$ cat src/rtl/dm_arb.sv
// dm_arb: two-requester data-memory arbiter
// (CPU and bridge) with alignment checking,
// byte-lane steering and one request in flight.
//
// Ports:
//   i_clk, i_rst_n      clock, async active-low reset
//   i_c_* / o_c_ready   CPU request and accept
//   i_d_* / o_d_ready   bridge request and accept
//   o_rsp_*             response strobe, id, error, data
//   o_ext_ad/o_ext_op   addr[1:0]/op for load extender
//   o_mem_*             sync-RAM port (en, we, addr, wdata)
//   i_mem_rdata         RAM read data, one cycle after en
module dm_arb #(
  parameter int DM_AW = 12
) (
  input  logic             i_clk,
  input  logic             i_rst_n,
  input  logic             i_c_valid,
  input  logic             i_c_we,
  input  logic [31:0]      i_c_addr,
  input  logic [31:0]      i_c_wdata,
  input  logic [2:0]       i_c_op,
  output logic             o_c_ready,
  input  logic             i_d_valid,
  input  logic             i_d_we,
  input  logic [31:0]      i_d_addr,
  input  logic [31:0]      i_d_wdata,
  input  logic [2:0]       i_d_op,
  output logic             o_d_ready,
  output logic             o_rsp_valid,
  output logic             o_rsp_id,
  output logic             o_rsp_err,
  output logic [31:0]      o_rsp_data,
  output logic [1:0]       o_ext_ad,
  output logic [2:0]       o_ext_op,
  output logic             o_mem_en,
  output logic [3:0]       o_mem_we,
  output logic [DM_AW-1:0] o_mem_addr,
  output logic [31:0]      o_mem_wdata,
  input  logic [31:0]      i_mem_rdata
);

  typedef enum logic [1:0] {
    S_IDLE,
    S_ACCESS,
    S_RESP
  } state_t;

  state_t           r_state;
  logic             r_last;
  logic             r_we;
  logic             r_id;
  logic             r_err;
  logic [1:0]       r_ad;
  logic [2:0]       r_op;
  logic             r_rsp_valid;
  logic             r_rsp_err;
  logic             r_mem_en;
  logic [3:0]       r_mem_we;
  logic [DM_AW-1:0] r_mem_addr;
  logic [31:0]      r_mem_wdata;

  logic        w_idle;
  logic        w_gnt_c;
  logic        w_gnt_d;
  logic        w_hs;
  logic        w_we;
  logic [31:0] w_addr;
  logic [31:0] w_wdata;
  logic [2:0]  w_op;
  logic        w_err;
  logic [3:0]  w_be;
  logic [31:0] w_wd;
  logic        w_unused;

  // Ready is gated by reset so nothing is
  // accepted while the block is held in reset.
  assign w_idle = (r_state == S_IDLE) & i_rst_n;

  // r_last: 0 = CPU granted last, 1 = bridge.
  // On a tie the side not granted last wins.
  assign w_gnt_c = w_idle & i_c_valid
                 & (~i_d_valid | r_last);
  assign w_gnt_d = w_idle & i_d_valid
                 & (~i_c_valid | ~r_last);
  assign w_hs    = w_gnt_c | w_gnt_d;

  assign o_c_ready = w_gnt_c;
  assign o_d_ready = w_gnt_d;

  assign w_we    = w_gnt_c ? i_c_we    : i_d_we;
  assign w_addr  = w_gnt_c ? i_c_addr  : i_d_addr;
  assign w_wdata = w_gnt_c ? i_c_wdata : i_d_wdata;
  assign w_op    = w_gnt_c ? i_c_op    : i_d_op;

  // Address bits above the memory are dropped.
  assign w_unused = &{1'b0, w_addr[31:DM_AW+2]};

  always_comb begin
    w_err = 1'b0;
    case (w_op)
      3'd0:       w_err = |w_addr[1:0];
      3'd1, 3'd2: w_err = 1'b0;
      3'd3, 3'd4: w_err = w_addr[0];
      default:    w_err = 1'b1;
    endcase
  end

  always_comb begin
    w_be = 4'b1111;
    w_wd = w_wdata;
    case (w_op)
      3'd1, 3'd2: begin
        w_be = 4'b0001 << w_addr[1:0];
        w_wd = {4{w_wdata[7:0]}};
      end
      3'd3, 3'd4: begin
        w_be = w_addr[1] ? 4'b1100 : 4'b0011;
        w_wd = {2{w_wdata[15:0]}};
      end
      default: begin
        w_be = 4'b1111;
        w_wd = w_wdata;
      end
    endcase
    if (!w_we) w_be = 4'b0000;
  end

  always_ff @(posedge i_clk or negedge i_rst_n) begin
    if (!i_rst_n) begin
      r_state     <= S_IDLE;
      r_last      <= 1'b1;
      r_we        <= 1'b0;
      r_id        <= 1'b0;
      r_err       <= 1'b0;
      r_ad        <= 2'b00;
      r_op        <= 3'b000;
      r_rsp_valid <= 1'b0;
      r_rsp_err   <= 1'b0;
      r_mem_en    <= 1'b0;
      r_mem_we    <= 4'b0000;
      r_mem_addr  <= '0;
      r_mem_wdata <= '0;
    end else begin
      unique case (r_state)
        S_IDLE: begin
          if (w_hs) begin
            r_we   <= w_we;
            r_id   <= w_gnt_d;
            r_last <= w_gnt_d;
            r_err  <= w_err;
            r_ad   <= w_addr[1:0];
            r_op   <= w_op;
            if (w_err) begin
              r_state     <= S_RESP;
              r_rsp_valid <= 1'b1;
              r_rsp_err   <= 1'b1;
            end else begin
              r_state     <= S_ACCESS;
              r_mem_en    <= 1'b1;
              r_mem_we    <= w_be;
              r_mem_addr  <= w_addr[DM_AW+1:2];
              r_mem_wdata <= w_wd;
            end
          end
        end
        S_ACCESS: begin
          r_state     <= S_RESP;
          r_mem_en    <= 1'b0;
          r_mem_we    <= 4'b0000;
          r_rsp_valid <= 1'b1;
          r_rsp_err   <= 1'b0;
        end
        S_RESP: begin
          r_state     <= S_IDLE;
          r_rsp_valid <= 1'b0;
          r_rsp_err   <= 1'b0;
        end
        default: r_state <= S_IDLE;
      endcase
    end
  end

  assign o_rsp_valid = r_rsp_valid;
  assign o_rsp_err   = r_rsp_err;
  assign o_rsp_id    = r_id;
  assign o_ext_ad    = r_ad;
  assign o_ext_op    = r_op;
  assign o_mem_en    = r_mem_en;
  assign o_mem_we    = r_mem_we;
  assign o_mem_addr  = r_mem_addr;
  assign o_mem_wdata = r_mem_wdata;

  // Read data arrives in RESP; stores and
  // errors return zero.
  assign o_rsp_data =
    (r_state == S_RESP && !r_we && !r_err)
      ? i_mem_rdata : 32'h0;

endmodule

$ cat config.mk
export PLATFORM = sky130hd
export DESIGN_NAME = dm_arb
export DESIGN_NICKNAME = d
export VERILOG_FILES = /design/src/rtl/dm_arb.sv
export SDC_FILE = /design/constraint.sdc
export NUM_CORES = 1
export LEC_CHECK = 0
export BUFFER_PORTS_ARGS = -buffer_cell sky130_fd_sc_hd__buf_4
export CAP_MARGIN = 10
export CORE_MARGIN = 2
export CORE_UTILIZATION = 45
export CTS_BUF_LIST = sky130_fd_sc_hd__clkbuf_8
export DETAILED_ROUTE_END_ITERATION = 10
export PLACE_DENSITY = 0.9
export SLEW_MARGIN = 20
export SYNTH_ARGS = -nofsm -noshare
export SYNTH_HDL_FRONTEND = slang
export SYNTH_SLANG_ARGS = --single-unit
export TNS_END_PERCENT = 30
$ cat constraint.sdc
create_clock -name i_clk -period 2.6 [get_ports i_clk]
set_input_delay 0.39 -clock i_clk [delete_from_list [all_inputs] [get_ports i_clk]]
set_output_delay 0.39 -clock i_clk [all_outputs]
set_load 0.01 [all_outputs]
==> run summary <==
die area -> 10600 sq um
FF+latch count, synth -> 62
Final #Nets -> 851
mux cell area share after synthesis -> 16.9%
top cells by area, synth -> dfrtp_1 (35%), mux2i_1 (8.4%), mux2_2 (7.9%), and2_1 (4.8%), o21ai_0 (4.8%)
WHS Path Cells -> 3
Leakage -> 0.00324 uW
worst slew pin tran -> 0.652 ns
top-count cell post-synth -> dfrtp_1
outcome -> completed
Avg WL per Cell -> 18.5 microns
Num CTS Buffers -> 9
area share of the largest cell type after synthesis -> 34.7%
Worst slew margin -> 56.6%
min Tclk post-route -> 2.51 ns
Final Hold Viols -> 0
# fillers -> 761
Horiz. Die Dim -> 103 microns
row count -> 36
Global Route Usage Sum -> 27.0%
Longest Clk Path Bufs -> 2
Sequential Area -> 1550 sq um
crit end category -> register
post-synthesis sequential area ratio -> 35.3%
Synth cell types -> 60
largest family of logic cells by synthesized area -> compound AO/OA/AOI/OAI gates
Final Slew Violations -> 0
Pwr per Cell Area -> 806 nW/um^2
first drt pass iteration count -> 5
final setup fails -> 0
CP peak stage delay -> 0.59 ns
Worst setup SP type -> input port
area grow syn2layout -> 47.7%
initial DRC count -> 242
critical path peak fanout -> 23
Synth async-reset ratio -> 100%
Clk Latency, worst-skew pair -> 0.34 ns
crit path kind -> in2reg
Die Ht -> 103 microns
layout cell share with drive strength beyond 1 -> 45.6%
H-tree lvl count -> 3
combinational share of power -> 49.2%
Synth Flop Type -> dfrtp_1
Core ar. -> 9640 sq um
worst reg-to-reg path cell count -> 8
dpl cell area -> 6230 sq um
Clk pwr share -> 18.4%
CP max stage cell -> dlygate4sd3_1
worst clock skew -> 0.0147 ns
final critical-path share of the clock period -> 96.6%
synth cell count leaders -> dfrtp_1 (61), o21ai_0 (42), mux2i_1 (37)
max-cap violations -> 0
Syn Area/Cell -> 9.56 sq um
Remaining DRCs -> 0
Yosys top cell by area -> dfrtp_1
starting density of the core -> 45.6%
CTS tree -> done
final WL -> 15100 microns
Sink Count -> 62
first-pass GRT wire length -> 22500 microns
vias in the first global route -> 4468
syn_nets -> 636
Switching Share -> 37.0%
Antenna diodes -> 0
Post-Syn Area -> 4400 sq um
xor and xnor fraction of the mapped netlist area -> 1.22%
total congestion overflow -> 0
peak supply drop -> 0.000444 V
Psw -> 1940 uW
Synth Instances -> 460
Worst R2R Setup Slack -> 0.17 ns
fin worst setup slack -> 0.0883 ns
fin cells -> 813
Highest Clock Rate -> 398 MHz
fin util -> 67.4%
hold crit path type -> in2reg
CTS root buf -> clkbuf_8
EDFF count, synth -> 0
IO Count -> 263
Synthesis Warnings -> 0
largest net degree at the start of global routing -> 50
port bufs -> 226
worst path cell trace -> dlygate4sd3_1, buf_6, nand3_2, or2_4, buf_12, a32oi_1, o21ai_0, o32a_1
Post-Synth Adder-Cell Area -> 1.14%
RSZ-0062 raised after global routing -> no
routed vias -> 4800
Flop pwr share -> 32.4%
setup TNS -> 0 ns
Detail Route Antenna Nets -> 0
WP data arrival -> 2.74 ns
post-synthesis simple-gate area fraction -> 17.0%
initial antenna violation count -> 0
CTS clk-pin slew, worst paths -> 0.08 ns
post-synthesis compound-gate area fraction -> 23.4%
DP HPWL -> 11300 microns
DR vias/cell -> 5.90
final instance area -> 6490 sq um
multi-input logic area -> 2630 sq um
routability cong. -> 0.885
pre-CTS WS -> 0.0800 ns
CP required -> 2.83 ns
P_int -> 3300 uW
placed cells -> 795
==> cell type report <==
cell class                      count  share of cell area, %
Multi-Input combinational cell    348                   40.6
Clock inverter                      7                   1.50
Sequential cell                    62                   23.9
Clock buffer                        9                   1.91
Timing Repair Buffer              246                   29.1
Tap cell                          133                   2.56
Inverter                            8                  0.462
==> worst max-delay path: cells and delay by family <==
kind | cells | cell delay, ns
AND/OR/NAND/NOR | 2 | 0.44
AO/OA/AOI/OAI | 3 | 0.92
buffers and inverters | 3 | 0.98
==> cell usage in the layout, fill, tap and decap left out, types with 8 or more instances in the layout <==
master / Yosys / routed
buf_4: 2 / 241
dfrtp_1: 61 / 61
o21ai_0: 42 / 42
mux2i_1: 37 / 37
and2_1: 34 / 34
mux2_2: 31 / 31
nand2_1: 27 / 27
nand3_1: 26 / 26
nor2_1: 23 / 23
a22o_1: 18 / 18
a222oi_1: 14 / 14
a31oi_1: 9 / 9
clkbuf_8: 0 / 9
a32oi_1: 8 / 8
a211oi_1: 8 / 8
a221o_1: 8 / 8
==> state kept, by name, indices dropped and copies added (netlist names) <==
name         flops
o_ext_ad         2
o_ext_op         3
o_mem_addr      12
o_mem_en         1
o_mem_wdata     32
o_mem_we         4
o_rsp_err        1
o_rsp_id         1
o_rsp_valid      1
r_err            1
r_last           1
r_state          2
r_we             1
==> stage by stage <==
step	power, uW	hold WS, ns
finish	5230	0.317
global route	5550	0.319
CTS	5230	0.303
detailed placement	4250	0.264
global placement	4150	0.256
floorplan	2970	0.0944
==> layer usage <==
layer	up-vias	GRT usage, %	wire length (microns)
li1	2180	-	-
met1	2327	36.2	6190
met2	262	45.3	7470
met3	31	4.07	1100
met4	0	8.50	314
met5	-	0	0
==> what timing repair did <==
| action | 4_1_cts | 5_1_grt |
|---|---|---|
| resized for setup | 0 | 2 |
| setup endpoints to repair | 0 | 9 |
| buffers inserted | 0 | 1 |
| endpoints found under the hold margin | 12 | 0 |
| hold buffers | 1 | 0 |
==> worst paths after layout <==
kind                                    to       start
max                        o_mem_wdata[25]     i_rst_n
min reg2reg                         r_last      r_last
max reg2reg                o_mem_wdata[25]  r_state[0]
max in group asynchronous  o_mem_wdata[27]     i_rst_n
min                                   r_we      i_d_we
min in group asynchronous       r_state[1]     i_rst_n
==> cell families after synthesis <==
logic type	Yosys count
buffers and inverters	50
AND/OR/NAND/NOR	135
XOR/XNOR	4
adder cells (fa/ha/maj)	4
AO/OA/AOI/OAI	136
multiplexers	69
flip-flops	62
==> power groups by stage <==
stage | logic, uW | registers (uW) | clock network [uW]
6_report | 2570 | 1690 | 963
5_1_grt | 2790 | 1740 | 1020
4_1_cts | 2560 | 1690 | 978
3_5_place_dp | 2550 | 1700 | 0
3_3_place_gp | 2460 | 1680 | 0
2_1_floorplan | 1120 | 1840 | 0
No activity file was read; power rests on OpenSTA's default activity.
